===== config.mk =====
export PLATFORM = sky130hd
export DESIGN_NAME = rr_arbiter_8_flat
export DESIGN_NICKNAME = d
export VERILOG_FILES = /design/src/rtl/rr_arbiter_8_if.sv /design/src/rtl/rr_arbiter_8.sv /design/src/flat_wrapper.sv
export SDC_FILE = /design/constraint.sdc
export NUM_CORES = 1
export LEC_CHECK = 0
export ABC_AREA = 1
export BUFFER_PORTS_ARGS = -buffer_cell sky130_fd_sc_hd__buf_2
export CAP_MARGIN = 20
export CORE_MARGIN = 4
export CORE_UTILIZATION = 48
export DETAILED_ROUTE_END_ITERATION = 7
export HOLD_SLACK_MARGIN = 0.05
export PLACE_DENSITY = 0.75
export SLEW_MARGIN = 20
export SYNTH_ARGS = -nofsm -noshare
export SYNTH_HDL_FRONTEND = slang
export SYNTH_SLANG_ARGS = --single-unit

===== constraint.sdc =====
create_clock -name clk -period 3.9 [get_ports clk]
set_input_delay 0.195 -clock clk [delete_from_list [all_inputs] [get_ports clk]]
set_output_delay 0.195 -clock clk [all_outputs]
set_load 0.05 [all_outputs]

===== src/rtl/rr_arbiter_8_if.sv =====
// Handshake bundle between eight requesters and the round-robin arbiter.
// The owner's release strobe is named release_pulse because "release" is a reserved word.
interface rr_arbiter_8_if;
  logic [7:0] req;
  logic       release_pulse;
  logic [7:0] grant;
  logic [2:0] grant_idx;
  logic       grant_valid;
  logic       timeout;

  modport master (
    output req,
    output release_pulse,
    input  grant,
    input  grant_idx,
    input  grant_valid,
    input  timeout
  );

  modport slave (
    input  req,
    input  release_pulse,
    output grant,
    output grant_idx,
    output grant_valid,
    output timeout
  );
endinterface


===== src/rtl/rr_arbiter_8.sv =====
// Eight-way round-robin arbiter with a bounded hold time and a one-cycle turnaround
// between grants; drives the select index and one-hot grant for a 3-to-8 decoder.
module rr_arbiter_8 #(
  parameter int unsigned MAX_HOLD = 16
) (
  input  logic           clk,
  input  logic           rst_n,
  rr_arbiter_8_if.slave  arb
);

  localparam int unsigned CNT_W = (MAX_HOLD > 1) ? $clog2(MAX_HOLD) : 1;

  localparam logic [0:0] ST_IDLE  = 1'b0;
  localparam logic [0:0] ST_GRANT = 1'b1;

  logic [0:0]       state_r, state_s;
  logic [2:0]       ptr_r, ptr_s;
  logic [CNT_W-1:0] hold_cnt_r, hold_cnt_s;
  logic [2:0]       grant_idx_r, grant_idx_s;
  logic             grant_valid_r, grant_valid_s;
  logic [7:0]       grant_r, grant_s;
  logic             timeout_r, timeout_s;
  logic [2:0]       pick_s;
  logic             drop_s;
  logic             to_s;

  // First set request bit at or after the priority pointer, wrapping modulo 8.
  function automatic logic [2:0] rr_pick(input logic [7:0] r, input logic [2:0] p);
    logic [2:0] idx;
    logic [2:0] sel;
    sel = p;
    for (int k = 7; k >= 0; k--) begin
      idx = p + 3'(k);
      if (r[idx]) begin
        sel = idx;
      end
    end
    return sel;
  endfunction

  assign pick_s = rr_pick(arb.req, ptr_r);
  assign drop_s = ~arb.req[grant_idx_r];
  assign to_s   = (hold_cnt_r == CNT_W'(MAX_HOLD - 1));

  // Next-state logic for the IDLE/GRANT controller and its registered outputs.
  always_comb begin
    state_s       = state_r;
    ptr_s         = ptr_r;
    hold_cnt_s    = hold_cnt_r;
    grant_idx_s   = grant_idx_r;
    grant_valid_s = grant_valid_r;
    grant_s       = grant_r;
    timeout_s     = 1'b0;
    case (state_r)
      ST_IDLE: begin
        if (|arb.req) begin
          state_s       = ST_GRANT;
          grant_idx_s   = pick_s;
          grant_valid_s = 1'b1;
          grant_s       = 8'h01 << pick_s;
          hold_cnt_s    = '0;
        end else begin
          grant_valid_s = 1'b0;
          grant_s       = 8'h00;
        end
      end
      ST_GRANT: begin
        if (drop_s | arb.release_pulse | to_s) begin
          // Release and drop win over the hold limit when reporting the cause.
          state_s       = ST_IDLE;
          ptr_s         = grant_idx_r + 3'd1;
          grant_valid_s = 1'b0;
          grant_s       = 8'h00;
          timeout_s     = to_s & ~drop_s & ~arb.release_pulse;
        end else begin
          hold_cnt_s    = hold_cnt_r + CNT_W'(1'b1);
        end
      end
      default: begin
        state_s       = ST_IDLE;
        grant_valid_s = 1'b0;
        grant_s       = 8'h00;
      end
    endcase
  end

  // State and output registers with asynchronous clear.
  always_ff @(posedge clk or negedge rst_n) begin
    if (!rst_n) begin
      state_r       <= ST_IDLE;
      ptr_r         <= 3'd0;
      hold_cnt_r    <= '0;
      grant_idx_r   <= 3'd0;
      grant_valid_r <= 1'b0;
      grant_r       <= 8'h00;
      timeout_r     <= 1'b0;
    end else begin
      state_r       <= state_s;
      ptr_r         <= ptr_s;
      hold_cnt_r    <= hold_cnt_s;
      grant_idx_r   <= grant_idx_s;
      grant_valid_r <= grant_valid_s;
      grant_r       <= grant_s;
      timeout_r     <= timeout_s;
    end
  end

  assign arb.grant       = grant_r;
  assign arb.grant_idx   = grant_idx_r;
  assign arb.grant_valid = grant_valid_r;
  assign arb.timeout     = timeout_r;

endmodule


===== src/flat_wrapper.sv =====
// flat-port wrapper written by rule: the top's interface ports become plain ports
module rr_arbiter_8_flat 
#(
  parameter int unsigned MAX_HOLD = 16
)
  (clk, rst_n, arb_req, arb_release_pulse, arb_grant, arb_grant_idx, arb_grant_valid, arb_timeout);
  rr_arbiter_8_if arb_i ();
  input  logic clk;
  input  logic rst_n;
  input wire logic [$bits(arb_i.req)-1:0] arb_req;
  input wire logic [$bits(arb_i.release_pulse)-1:0] arb_release_pulse;
  output wire logic [$bits(arb_i.grant)-1:0] arb_grant;
  output wire logic [$bits(arb_i.grant_idx)-1:0] arb_grant_idx;
  output wire logic [$bits(arb_i.grant_valid)-1:0] arb_grant_valid;
  output wire logic [$bits(arb_i.timeout)-1:0] arb_timeout;
  assign arb_i.req = arb_req;
  assign arb_i.release_pulse = arb_release_pulse;
  assign arb_grant = arb_i.grant;
  assign arb_grant_idx = arb_i.grant_idx;
  assign arb_grant_valid = arb_i.grant_valid;
  assign arb_timeout = arb_i.timeout;
  rr_arbiter_8 #(.MAX_HOLD(MAX_HOLD)) u_core (.clk(clk), .rst_n(rst_n), .arb(arb_i));
endmodule

## After elaboration in Yosys (flattened, before gate mapping)

Index checks and enable logic that the tools add are counted.

| operators by class | value |
|---|---|
| add/sub/neg operators | 9 |
| $lt $le $gt $ge | 9 |
| equality and inequality tests | 4 |
| shift-type cells | 1 |
| mux-type cells | 39 |
| bitwise operators | 7 |
| reductions and logical operators | 4 |

Operators by type and width:

| cell | number |
|---|---|
| $lt 3x4->1 const B | 9 |
| $bmux 1 s3 | 9 |
| $mux 3 | 8 |
| $mux 8 | 2 |
| $pmux 8 s2 | 1 |
| $mux 1 | 14 |
| $add 3x3->3 const B | 4 |
| $mux 4 | 2 |
| $pmux 4 s2 | 1 |
| $reduce_or 8->1 | 1 |
| $shl 1x3->8 const A | 1 |
| $add 3x1->3 const B | 2 |
| $add 3x2->3 const B | 2 |
| $reduce_and 2->1 | 3 |
| $add 4x1->4 const B | 1 |
| $eq 4x4->1 const B | 1 |
| $ne 2x2->1 const B | 2 |
| $pmux 1 s2 | 2 |
| $not 1->1 | 3 |
| $and 1x1->1 | 2 |
| $ne 2x1->1 const B | 1 |
| $or 1x1->1 | 2 |

| word-level totals | value |
|---|---|
| register bits after elaboration | 21 |
| bits of input ports | 11 |
| output and inout bits | 13 |
| logic and storage cells | 80 |

## Depth between registers and ports, before layout

| depth | value |
|---|---|
| depth in word-level cells | 14 |
| gate-level depth with buffers | 23 |
| depth with buffers taken out | 21 |

## Worst setup path before layout

Ideal clock, no wire load.

| timing path | value |
|---|---|
| path kind | register to register |
| start | reg u_core.ptr_r[0] |
| end | reg u_core.grant_r[6], in the netlist u_core.arb.grant[6] |
| library setup time | 0.118 ns |
| arrival | 2.062 ns |
| data required time | 3.782 ns |
| path slack | 1.720 ns |
| stages on the path, launching flop included | 19 |
| path buffers | 2 |
| period minus slack after synthesis | 2.180 ns |
| cell sequence | dfrtp_1 -> buf_6 -> inv_4 -> buf_12 -> ha_1 -> inv_2 -> nand3_1 -> nand3_2 -> nand2_2 -> a21oi_1 -> nand2_1 -> nand2_1 -> nand2_1 -> nand2_1 -> nand2_2 -> a21oi_1 -> nor2_2 -> nand2_1 -> nand2_1 |

| between the ends | value |
|---|---|
| longest elaborated chain between the ends | 14 |
| elaborated cells between the ends (all ways) | 34 |
| classes of those cells | 7 x add/sub; 1 x shift; 26 x mux |

RTL lines:

| item | line | source |
|---|---|---|
| start, declared | rr_arbiter_8.sv:17 | `logic [2:0] ptr_r, ptr_s;` |
| start signal, assigned | rr_arbiter_8.sv:99 | `ptr_r <= ptr_s;` |
| $add 3x3->3 | rr_arbiter_8.sv:33 | `idx = p + 3'(k);` |
| $bmux 1 s3 | rr_arbiter_8.sv:34 | `if (r[idx]) begin` |
| $mux 1 (not written as such) | rr_arbiter_8.sv:34 |  |
| $mux 3 (7 in a row) | rr_arbiter_8.sv:34 |  |
| $mux 3 * | rr_arbiter_8.sv:34 |  |
| $shl 1x3->8 * | rr_arbiter_8.sv:60 | `grant_s = 8'h01 << pick_s;` |
| $mux 8 * | rr_arbiter_8.sv:56 | `if (\|arb.req) begin` |
| $pmux 8 s2 * | rr_arbiter_8.sv:54 | `case (state_r)` |
| end signal, assigned | rr_arbiter_8.sv:103 | `grant_r <= grant_s;` |
| end, declared | rr_arbiter_8.sv:21 | `logic [7:0] grant_r, grant_s;` |

Every way passes the cells marked *; elsewhere a longest branch is shown, timed or not. The select of a mux whose other input is x is not followed.
A chain may end at the register's enable or synchronous reset.

## Worst setup path after layout

| timing path | value |
|---|---|
| start | reg u_core.ptr_r[0] |
| end | reg u_core.grant_r[3], in the netlist u_core.arb.grant[3] |

Same word-level chain as after synthesis.

==> results by group <==
Finish
  • Layout filler cell count: approximately 350
  • Highest-count cells in the layout ignoring fill and taps: 82 x sky130_fd_sc_hd__nand2_1, 28 x sky130_fd_sc_hd__nand3_1, 23 x sky130_fd_sc_hd__buf_2
  • Final antenna diode count: 0
  • Area overhead of the layout relative to synthesis: 9.66%
  • Share of layout cells above drive strength 1: between 20% and 30%
  • Commonest non-fill, non-tap cell in the layout: sky130_fd_sc_hd__nand2_1
  • Total number of nets in the final design: 282

Synth
  • Post-synth net total: about 260
  • Combined area of all synthesized cells: around 1700 µm²
  • Fraction of the yosys area taken by sequential cells: 31.2%
  • #FFs+latches synth: 21
  • Cell count after synthesis: 242
  • Number of library cell types mapped by synthesis: 30
  • Warning count from the yosys run: 0
  • Synthesized area per cell: 6.96 µm²

Floorplan
  • Area of the die: between 4000 and 5000 µm²
  • Die Span X: roughly 67 µm
  • Number of placed I/O pins: 24
  • Die height: roughly 67 µm
  • Placeable core region: ~3400 µm²
  • Effective utilization at floorplan: 50.1%
  • Total number of placement rows: 21

Critical path
  • Worst Path Required: around 4.1 ns
  • Worst Path Max Fanout: 11
  • Count of cells along the worst register-to-register path: 19
  • CP most frequent cell: sky130_fd_sc_hd__nand2_1
  • Capture point of the worst reg-to-reg path: u_core.arb.grant[3]$_DFFE_PN0P_
  • FF-to-FF setup slack: approximately 1.4 ns
  • Worst path max stage delay: roughly 0.58 ns
  • Type of origin of the critical path: register
  • Crit path max-delay cell type: sky130_fd_sc_hd__dfrtp_1
  • Ordered list of cells on the worst path: inv_4 > ha_1 > inv_2 > nand3_1 > nand3_2 > nand2_2 > inv_1 > nand2_1 > nand2_1 > nand2_1 > nand2_1 > nand2_2 > nand2_2 > nand2_2 > nand2_4 > nand2_1 > inv_2 > nand2_1 > nand2_1
  • Source of the worst register-to-register timing path: u_core.ptr_r[0]$_DFFE_PN0P_
  • Crit. End Element: register
  • Data arrival time of the critical path: about 2.7 ns
  • Category of the critical setup timing path: register to register

Clock network
  • Clock tree from TritonCTS: yes
  • Root buffer cell: sky130_fd_sc_hd__clkbuf_4
  • Clock transition at the register clock pins on the worst setup and hold paths after CTS: roughly 0.12 ns
  • Total clock sinks: 21
  • Post CTS Setup Buffer Count: 0
  • Cells resized by post-CTS repair: 0
  • Clock Latency Late Sink: about 0.30 ns
  • Maximum count of clock buffers along a single path: 2
  • Maximum level of the CTS H-tree: 1
  • Number of buffers inserted for hold repair after clock tree synthesis: 1
  • Number of buffers added by the clock tree synthesis step: 3

STA
  • Setup-failing EPs final: 0
  • Endpoints failing hold: 0
  • Setup clock skew after layout: between 0.008 and 0.009 ns
  • Final critical-path share of the clock period: about two thirds
  • Number of max-slew violations in the final report: 0
  • Unrepaired setup endpoints after global routing: false
  • Setup_tns: 0 ns
  • Maximum operating frequency: 0.394 GHz
  • Minimum clock period after layout: roughly 2.5 ns
  • Slew at the pin closest to its max-slew limit: 0.464 ns
  • Max-Slew Margin vs Limit: 69.1%

Worst hold path
  • Hold Path Origin: arb_release_pulse
  • Worst Hold Path EP: u_core.arb.timeout$_DFF_PN0_
  • Number of instances on the worst hold path: 4
  • Type of the worst min-delay path: primary input to register

Drt
  • Via-per-instance ratio: a little over 5
  • Total wirelength of the detailed-routed design: between 3000 and 4000 µm
  • Remaining routing DRC violations: 0
  • Via count of the routed design: between 1500 and 2000
  • Post-DRT Antenna Nets: 0
  • Number of iterations in the first detailed-routing pass: 4
  • Drt first-iter violations: between 100 and 150
  • Final routed wire length divided by cell count: 11.9 µm

Global route
  • Via count of the first global-routing pass: roughly 1500
  • Total GRT Usage: between 10% and 20%
  • GR Overflow Total: 0
  • Global-route wire length before repair: 6590 µm
  • Initial antenna violation count: 0
  • Pin count of the biggest net entering global routing: 22

Placement
  • Weighted congestion reported at the end of routability-driven placement: about 0.89
  • HPWL after detailed placement: 2970 µm
  • IO Port Bufs: 23

Outcome
  • Status: completed

Job
  • Number of violations of the max-capacitance limit: 0
## cell type report
cell class / instances / area, µm² / share of cell area (%)
repair buffers: 24 / 125 / 6.78
clock buffers: 3 / 22.5 / 1.22
well taps: 46 / 57.6 / 3.12
inverters: 30 / 115 / 6.23
flip-flops and latches: 21 / 526 / 28.5
clock inverters: 1 / 5.00 / 0.271
multi-input cells: 187 / 996 / 53.9
## cell families (layout without fill, tap and decap cells)
| logic type | count (synthesis) | after routing | share of synthesized area (%) |
|---|---|---|---|
| AND/OR/NAND/NOR | 156 | 156 | 45.6 |
| adder cells (fa/ha/maj) | 4 | 4 | 2.97 |
| flip-flops | 21 | 21 | 31.2 |
| XOR/XNOR | 3 | 3 | 2.01 |
| AO/OA/AOI/OAI | 23 | 23 | 7.95 |
| multiplexers | 1 | 1 | 0.594 |
| buffers and inverters | 34 | 58 | 9.66 |
## registers in the layout (all words and copies together) (netlist names)
| register | cells |
|---|---|
| u_core.ptr_r | 3 |
| u_core.arb.grant_idx | 3 |
| u_core.hold_cnt_r | 4 |
| u_core.state_r | 1 |
| u_core.arb.timeout | 1 |
| u_core.arb.grant | 8 |
| u_core.arb.grant_valid | 1 |
## metrics by stage
stage	cell area, µm²	setup WS [ns]	instances	hold slack [ns]	utilization [%]
5_1_grt	1850	1.06	312	0.161	54.9
4_1_cts	1850	1.37	312	0.143	54.9
3_3_place_gp	1810	1.43	307	0.176	53.8
3_5_place_dp	1810	1.41	307	0.180	53.8
6_report	1850	1.36	312	0.142	54.9
2_1_floorplan	1680	1.72	242	-0.101	-
## cells in the mapped netlist, drive strengths merged
cell	n	area, µm²
o32ai	2	17.5
inv	29	111
clkinv	1	3.75
xnor2	1	8.76
buf	4	47.5
a31oi	1	6.26
mux2i	1	10.0
nor2	15	71.3
dfrtp	21	526
nand3	39	250
nor4	1	6.26
a21oi	11	58.8
o21ai	7	35.0
nor3	1	5.00
nand2	100	435
a22o	1	8.76
ha	4	50.1
xor2	2	25.0
o31ai	1	7.51
## worst max path at each step
stage / depth (start not counted) / startpoint / slack, ns / to
final: 19 / u_core.ptr_r[0]$_DFFE_PN0P_ / 1.36 / u_core.arb.grant[3]$_DFFE_PN0P_
after CTS: 19 / u_core.ptr_r[0]$_DFFE_PN0P_ / 1.37 / u_core.arb.grant[3]$_DFFE_PN0P_
after floorplan: 18 / u_core.ptr_r[0]$_DFFE_PN0P_ / 1.72 / u_core.arb.grant[6]$_DFFE_PN0P_
after detailed placement: 19 / u_core.ptr_r[0]$_DFFE_PN0P_ / 1.41 / u_core.arb.grant[3]$_DFFE_PN0P_
after global routing: 18 / u_core.ptr_r[0]$_DFFE_PN0P_ / 1.06 / u_core.arb.grant[5]$_DFFE_PN0P_
after global placement: 16 / u_core.ptr_r[0]$_DFFE_PN0P_ / 1.43 / u_core.arb.grant[6]$_DFFE_PN0P_
## metal layers
layer | track usage, % | share of wire, % | vias to the layer above
met5 | 0 | 0 | -
met4 | 4.56 | 0.32 | 0
met3 | 1.33 | 6.8 | 2
met2 | 30.7 | 45 | 44
met1 | 26.8 | 48 | 699
li1 | - | - | 827
## worst max-delay path: cells and delay by family, from the launching register on
kind	cells	cell delay (ns)
flip-flops	1	0.58
AND/OR/NAND/NOR	14	1.05
adder cells (fa/ha/maj)	1	0.45
buffers and inverters	4	0.34
Power is not shown: default switching activity piles up to over one toggle a cycle in this logic, so the estimate is an artifact.
